## src/rtl/fetch_sequencer.sv

```systemverilog
`default_nettype none
// ============================================================================
// Module   : fetch_sequencer
// Purpose  : PC owner and single-outstanding imem fetch sequencer with
//            jump/branch redirect, wrong-path squash and IMEM-window halt.
//            Bound checking and HALT are enabled by FETCH_BOUND_CHECK_EN.
// Revision : 1.0 - initial release
// ============================================================================
module fetch_sequencer #(
  parameter logic [31:0] IMEM_START = 32'h0000_0000,
  parameter logic [31:0] IMEM_END   = 32'h0000_0064
) (
  input  logic        clk,
  input  logic        reset,
  output logic        imem_req,
  output logic [31:0] imem_addr,
  input  logic        imem_ack,
  input  logic [31:0] imem_rdata,
  input  logic        stall,
  input  logic        redirect_jump,
  input  logic [31:0] jump_offset,
  input  logic        redirect_branch,
  input  logic [31:0] branch_offset,
  input  logic [31:0] redirect_base,
  input  logic        restart,
  output logic        inst_valid,
  output logic [31:0] inst,
  output logic [31:0] inst_pc,
  output logic        halted
);

  typedef enum logic [1:0] {
    S_IDLE = 2'd0,
    S_REQ  = 2'd1,
    S_HOLD = 2'd2,
    S_HALT = 2'd3
  } state_t;

  state_t      r_state, w_state_nxt;
  logic [31:0] r_pc, w_pc_nxt;
  logic [31:0] r_inst, w_inst_nxt;
  logic [31:0] r_inst_pc, w_inst_pc_nxt;
  logic        r_inst_valid, w_inst_valid_nxt;
  logic        r_imem_req;
  logic [31:0] r_imem_addr;
  logic [31:0] w_target;
  logic        w_redirect;
  logic        w_consume;
  logic        w_pc_ok;
  logic        w_target_ok;
  logic        w_restart;

`ifdef FETCH_BOUND_CHECK_EN
  logic r_halted;

  // Offset-from-start compare keeps the window check a single unsigned test.
  assign w_pc_ok     = ((r_pc - IMEM_START) <= (IMEM_END - IMEM_START)) && (r_pc[1:0] == 2'b00);
  assign w_target_ok = ((w_target - IMEM_START) <= (IMEM_END - IMEM_START)) && (w_target[1:0] == 2'b00);
  assign w_restart   = restart && (r_state == S_HALT);
  assign halted      = r_halted;

  always_ff @(posedge clk or negedge reset) begin
    if (!reset) begin
      r_halted <= 1'b0;
    end else begin
      r_halted <= (w_state_nxt == S_HALT);
    end
  end
`else
  logic w_unused_restart;

  assign w_pc_ok          = 1'b1;
  assign w_target_ok      = 1'b1;
  assign w_restart        = 1'b0;
  assign w_unused_restart = restart;
  assign halted           = 1'b0;
`endif

  assign w_redirect = (redirect_jump || redirect_branch) && (r_state != S_IDLE);
  assign w_target   = redirect_base + (redirect_jump ? jump_offset : branch_offset);
  assign w_consume  = r_inst_valid && !stall;

  always_comb begin
    w_state_nxt      = r_state;
    w_pc_nxt         = r_pc;
    w_inst_nxt       = r_inst;
    w_inst_pc_nxt    = r_inst_pc;
    w_inst_valid_nxt = r_inst_valid;

    case (r_state)
      S_IDLE: w_state_nxt = S_REQ;
      S_REQ: begin
        if (imem_ack) begin
          w_inst_nxt       = imem_rdata;
          w_inst_pc_nxt    = r_pc;
          w_inst_valid_nxt = 1'b1;
          w_pc_nxt         = r_pc + 32'd4;
          w_state_nxt      = S_HOLD;
        end
      end
      S_HOLD: begin
        if (w_consume) begin
          w_inst_valid_nxt = 1'b0;
          w_state_nxt      = w_pc_ok ? S_REQ : S_HALT;
        end
      end
      S_HALT: begin
        if (w_consume) begin
          w_inst_valid_nxt = 1'b0;
        end
        if (w_restart) begin
          w_pc_nxt    = IMEM_START;
          w_state_nxt = S_REQ;
        end
      end
      default: w_state_nxt = S_IDLE;
    endcase

    // Redirect squashes any held or arriving instruction; restart outranks it.
    if (w_redirect && !w_restart) begin
      w_pc_nxt         = w_target;
      w_inst_valid_nxt = 1'b0;
      w_state_nxt      = w_target_ok ? S_REQ : S_HALT;
    end
  end

  always_ff @(posedge clk or negedge reset) begin
    if (!reset) begin
      r_state      <= S_IDLE;
      r_pc         <= IMEM_START;
      r_inst       <= 32'd0;
      r_inst_pc    <= 32'd0;
      r_inst_valid <= 1'b0;
      r_imem_req   <= 1'b0;
      r_imem_addr  <= IMEM_START;
    end else begin
      r_state      <= w_state_nxt;
      r_pc         <= w_pc_nxt;
      r_inst       <= w_inst_nxt;
      r_inst_pc    <= w_inst_pc_nxt;
      r_inst_valid <= w_inst_valid_nxt;
      r_imem_req   <= (w_state_nxt == S_REQ);
      r_imem_addr  <= w_pc_nxt;
    end
  end

  assign imem_req   = r_imem_req;
  assign imem_addr  = r_imem_addr;
  assign inst_valid = r_inst_valid;
  assign inst       = r_inst;
  assign inst_pc    = r_inst_pc;

endmodule
`default_nettype wire
```

## config.mk

```make
export PLATFORM = sky130hd
export DESIGN_NAME = fetch_sequencer
export DESIGN_NICKNAME = d
export VERILOG_FILES = /design/src/rtl/fetch_sequencer.sv
export SDC_FILE = /design/constraint.sdc
export NUM_CORES = 1
export LEC_CHECK = 0
export BUFFER_PORTS_ARGS = -buffer_cell sky130_fd_sc_hd__buf_2
export CAP_MARGIN = 20
export CORE_MARGIN = 4
export CORE_UTILIZATION = 55
export CTS_BUF_LIST = sky130_fd_sc_hd__clkbuf_4
export DETAILED_ROUTE_END_ITERATION = 7
export PLACE_DENSITY = 0.95
export SLEW_MARGIN = 20
export SYNTH_ARGS = -nofsm -noshare
export SYNTH_HDL_FRONTEND = slang
export SYNTH_SLANG_ARGS = --single-unit
```

## constraint.sdc

```tcl
create_clock -name clk -period 3.48 [get_ports clk]
set_clock_uncertainty 0.05 [all_clocks]
set_input_delay 0.348 -clock clk [delete_from_list [all_inputs] [get_ports clk]]
set_output_delay 0.348 -clock clk [all_outputs]
set_load 0.01 [all_outputs]
```

==> metrics.md <==
| Metric | Value |
|---|---|
| Minimum clock period | 2.94 ns |
| CP Cell Sequence | buf_2 -> buf_4 -> mux2_2 -> ha_1 -> o21ai_0 -> o211ai_1 -> a31oi_1 -> o31ai_1 -> a31oi_2 -> o21a_2 -> a211oi_1 -> or4_1 -> nand3_1 |
| Crit start category | primary input |
| Rows | 39 |
| Post-synth net total | 940 |
| Maximum level of the CTS H-tree | 3 |
| Die Y | 116 um |
| #FFs+latches synth | 100 |
| Root buf cell | clkbuf_4 |
| CTS clock-pin slew for the worst setup and hold paths | 0.15 ns |
| DR iter-0 viols | 498 |
| Warnings from Yosys | 0 |
| Post-Synthesis Cell Area | 0.00637 mm^2 |
| Share of cells above drive strength 1 | 29.9% |
| Post-synthesis sequential area ratio | 39.3% |
| Remaining Overflow, GRT | 0 |
| Final hold violations | 0 |
| Filler cells | 927 |
| Asr flop ratio synth | 100% |
| Fin crit share | 84.5% |
| # clock sinks | 100 |
| Vias | 6285 |
| Worst setup margin | 0.539 ns |
| Worst hold margin | 0.0110 ns |
| DR WL/cell | 14.9 um |
| Total power | 3.66 mW |
| Slew Viols, Final | 0 |
| Skew-Pair Late Insertion Delay | 0.46 ns |
| Worst path required time | 3.79 ns |
| Leak Pwr | 4.05 nW |
| Final setup violation count | 0 |
| DRC violations left | 0 |
| Post-synth EDFFs | 0 |
| Slowest-stage cell, CP | ha_1 |
| First drt pass iteration count | 5 |
| Largest net degree at the start of global routing | 79 |
| PD cells | 468 mW/mm^2 |
| Worst hold path type | in2reg |
| I/O Buffers | 231 |
| CTS tree | done |
| Initial antenna violation count | 1 |
| Gr usage total | 25.1% |
| First-pass GRT wire length | 27200 um |
| P&R area growth vs syn | 22.8% |
| WL final | 17000 um |
| Via density per instance | 5.50 |
| Die area | 0.0134 mm^2 |
| ANT nets after route | 0 |
| Core Region | 0.0114 mm^2 |
| Outcome | finished, final reports clean |
| Final Util | 68.8% |
| Final Net Count | 1162 |
| Boundary Pins | 234 |
| Critical Path End Type | flop |
| Mapped Cells | 772 |
| Max Cap Violations | 0 |
| RSZ-0062 raised after global routing | false |
| Post-Syn Area per Cell | 8.25 um^2 |
| Initial Utilization | 56.0% |
| Die Width | 116 um |
| Worst Path Arrival | 3.25 ns |
| Detail Placement HPWL | 13500 um |
| FMAX | 340 MHz |
| Synth cell types | 59 |
| Least-Margin Pin Slew | 0.936 ns |
| Worst slew margin | 37.6% |
| Buf/Inv on CP | 2 |
| Crit path max-delay family | compound AO/OA/AOI/OAI gates |
| Crit path kind | in2reg |
| Cts bufs inserted | 9 |
| Ys flop type | dfrtp_1 |
| Worst IR Drop VDD | 0.272 mV |
| Fin Setup TNS | 0 ns |
| Max stage delay on crit path | 0.44 ns |
| Worst Path Max Fanout | 19 |
| Bufs on Longest Clock Path | 2 |
| Number of global-route vias before repair | 5808 |
| Pre-CTS setup slack | 0.0739 ns |
| Gpl congestion | 0.903 |
[cell families (layout without fill, tap and decap cells)]
family | count (synthesis) | in the layout | synth area share (%)
AOI/OAI and AO/OA | 160 | 160 | 16.2
xor gates and xnor gates | 40 | 40 | 5.50
adders and majority gates | 33 | 33 | 6.60
buffers and inverters | 45 | 272 | 2.87
DFF | 100 | 100 | 39.3
muxes | 32 | 32 | 5.62
other | 1 | 2 | 0.0589
and+or+nand+nor | 361 | 361 | 23.9
[flip-flops by register name, summed over array words and instances, names as in the netlist]
name        count
imem_req        1
inst_valid      1
r_state         2
inst           32
inst_pc        32
imem_addr      32
[cell type report]
cell class	count	area (um^2)	share of cell area [%]
multi-input combinational	627	3700	47.3
sequential	100	2500	32.0
timing repair buffer	245	1270	16.2
tap	143	179	2.29
clock buffer	9	67.6	0.864
clock inverter	7	57.6	0.736
inverter	11	41.3	0.528
antenna	1	2.50	0.0320
[placed cells by master, fill, tap and decap left out, types with 11 or more instances in the layout]
cell,Yosys,final
and3_1,12,12
a21oi_1,49,49
mux2_2,30,30
xor2_1,16,16
buf_4,1,13
nand2_1,247,247
nand3_1,20,19
nor2_1,41,40
a21o_1,15,15
inv_1,11,11
o21ai_1,13,13
buf_2,2,230
dfrtp_1,100,100
ha_1,32,32
xnor2_1,24,24
o21ai_0,25,25
[Yosys cell counts, drive strengths merged, types with 4 or more instances]
master / n / share of area [%]
buf: 8 / 0.69
o21ai: 40 / 3.5
and2: 4 / 0.39
xnor2: 24 / 3.3
nor3: 7 / 0.55
xor2: 16 / 2.2
o31ai: 5 / 0.59
nand4: 7 / 0.69
o211ai: 5 / 0.59
a21o: 15 / 1.8
nor2b: 5 / 0.49
inv: 11 / 0.65
a21oi: 52 / 4.3
mux2: 30 / 5.3
a31oi: 8 / 0.88
nand2: 247 / 15
nand3: 20 / 1.6
dfrtp: 100 / 39
nand2b: 8 / 0.79
clkbuf: 26 / 1.5
o22ai: 5 / 0.49
ha: 32 / 6.3
and3: 12 / 1.2
nor2: 41 / 2.4
a21boi: 4 / 0.53
a211oi: 6 / 0.79
[report_power, final]
group	internal, mW	switching, mW	total [mW]	leakage, nW
logic	0.618	0.813	1.43	2.78
clock network	0.209	0.364	0.573	0.0659
registers	1.41	0.246	1.66	1.20
total	2.24	1.42	3.66	4.05
[stage by stage]
step	area, um^2	cells
floorplan	6370	772
CTS	7820	1142
finish	7820	1143
global placement	7670	1124
global route	7820	1143
detailed placement	7670	1124
[worst paths after layout]
kind	startpoint	end	slack, ns	cells past startpoint
worst max-delay path	redirect_jump	imem_addr[31]	0.54	13
worst min-delay path	imem_rdata[18]	inst[18]	0.01	3
worst max register to register	imem_addr[14]	imem_addr[31]	1.14	7
worst min register to register	inst_pc[8]	inst_pc[8]	0.43	2
max in group asynchronous	reset	imem_addr[2]	2.11	3
min in group asynchronous	reset	inst[18]	0.48	2
[routing by layer]
metal	vias up	wire length (um)	global-route usage [%]
met5	-	0	0
met4	0	421	9.15
met2	278	8180	42.3
met3	35	1300	3.34
li1	3088	-	-
met1	2884	7140	33.4
[tightest hold or removal path, stage by stage]
cell and delay, ns:
buf_2 0.08, nand2_1 0.04, nand2_1 0.05
[what timing repair did]
action                    4_1_cts  5_1_grt
buffers inserted                0        0
hold endpoints to repair        6        0
hold buffers                    2        0
resized for setup               0        0
No activity file was read; power rests on OpenSTA's default activity.
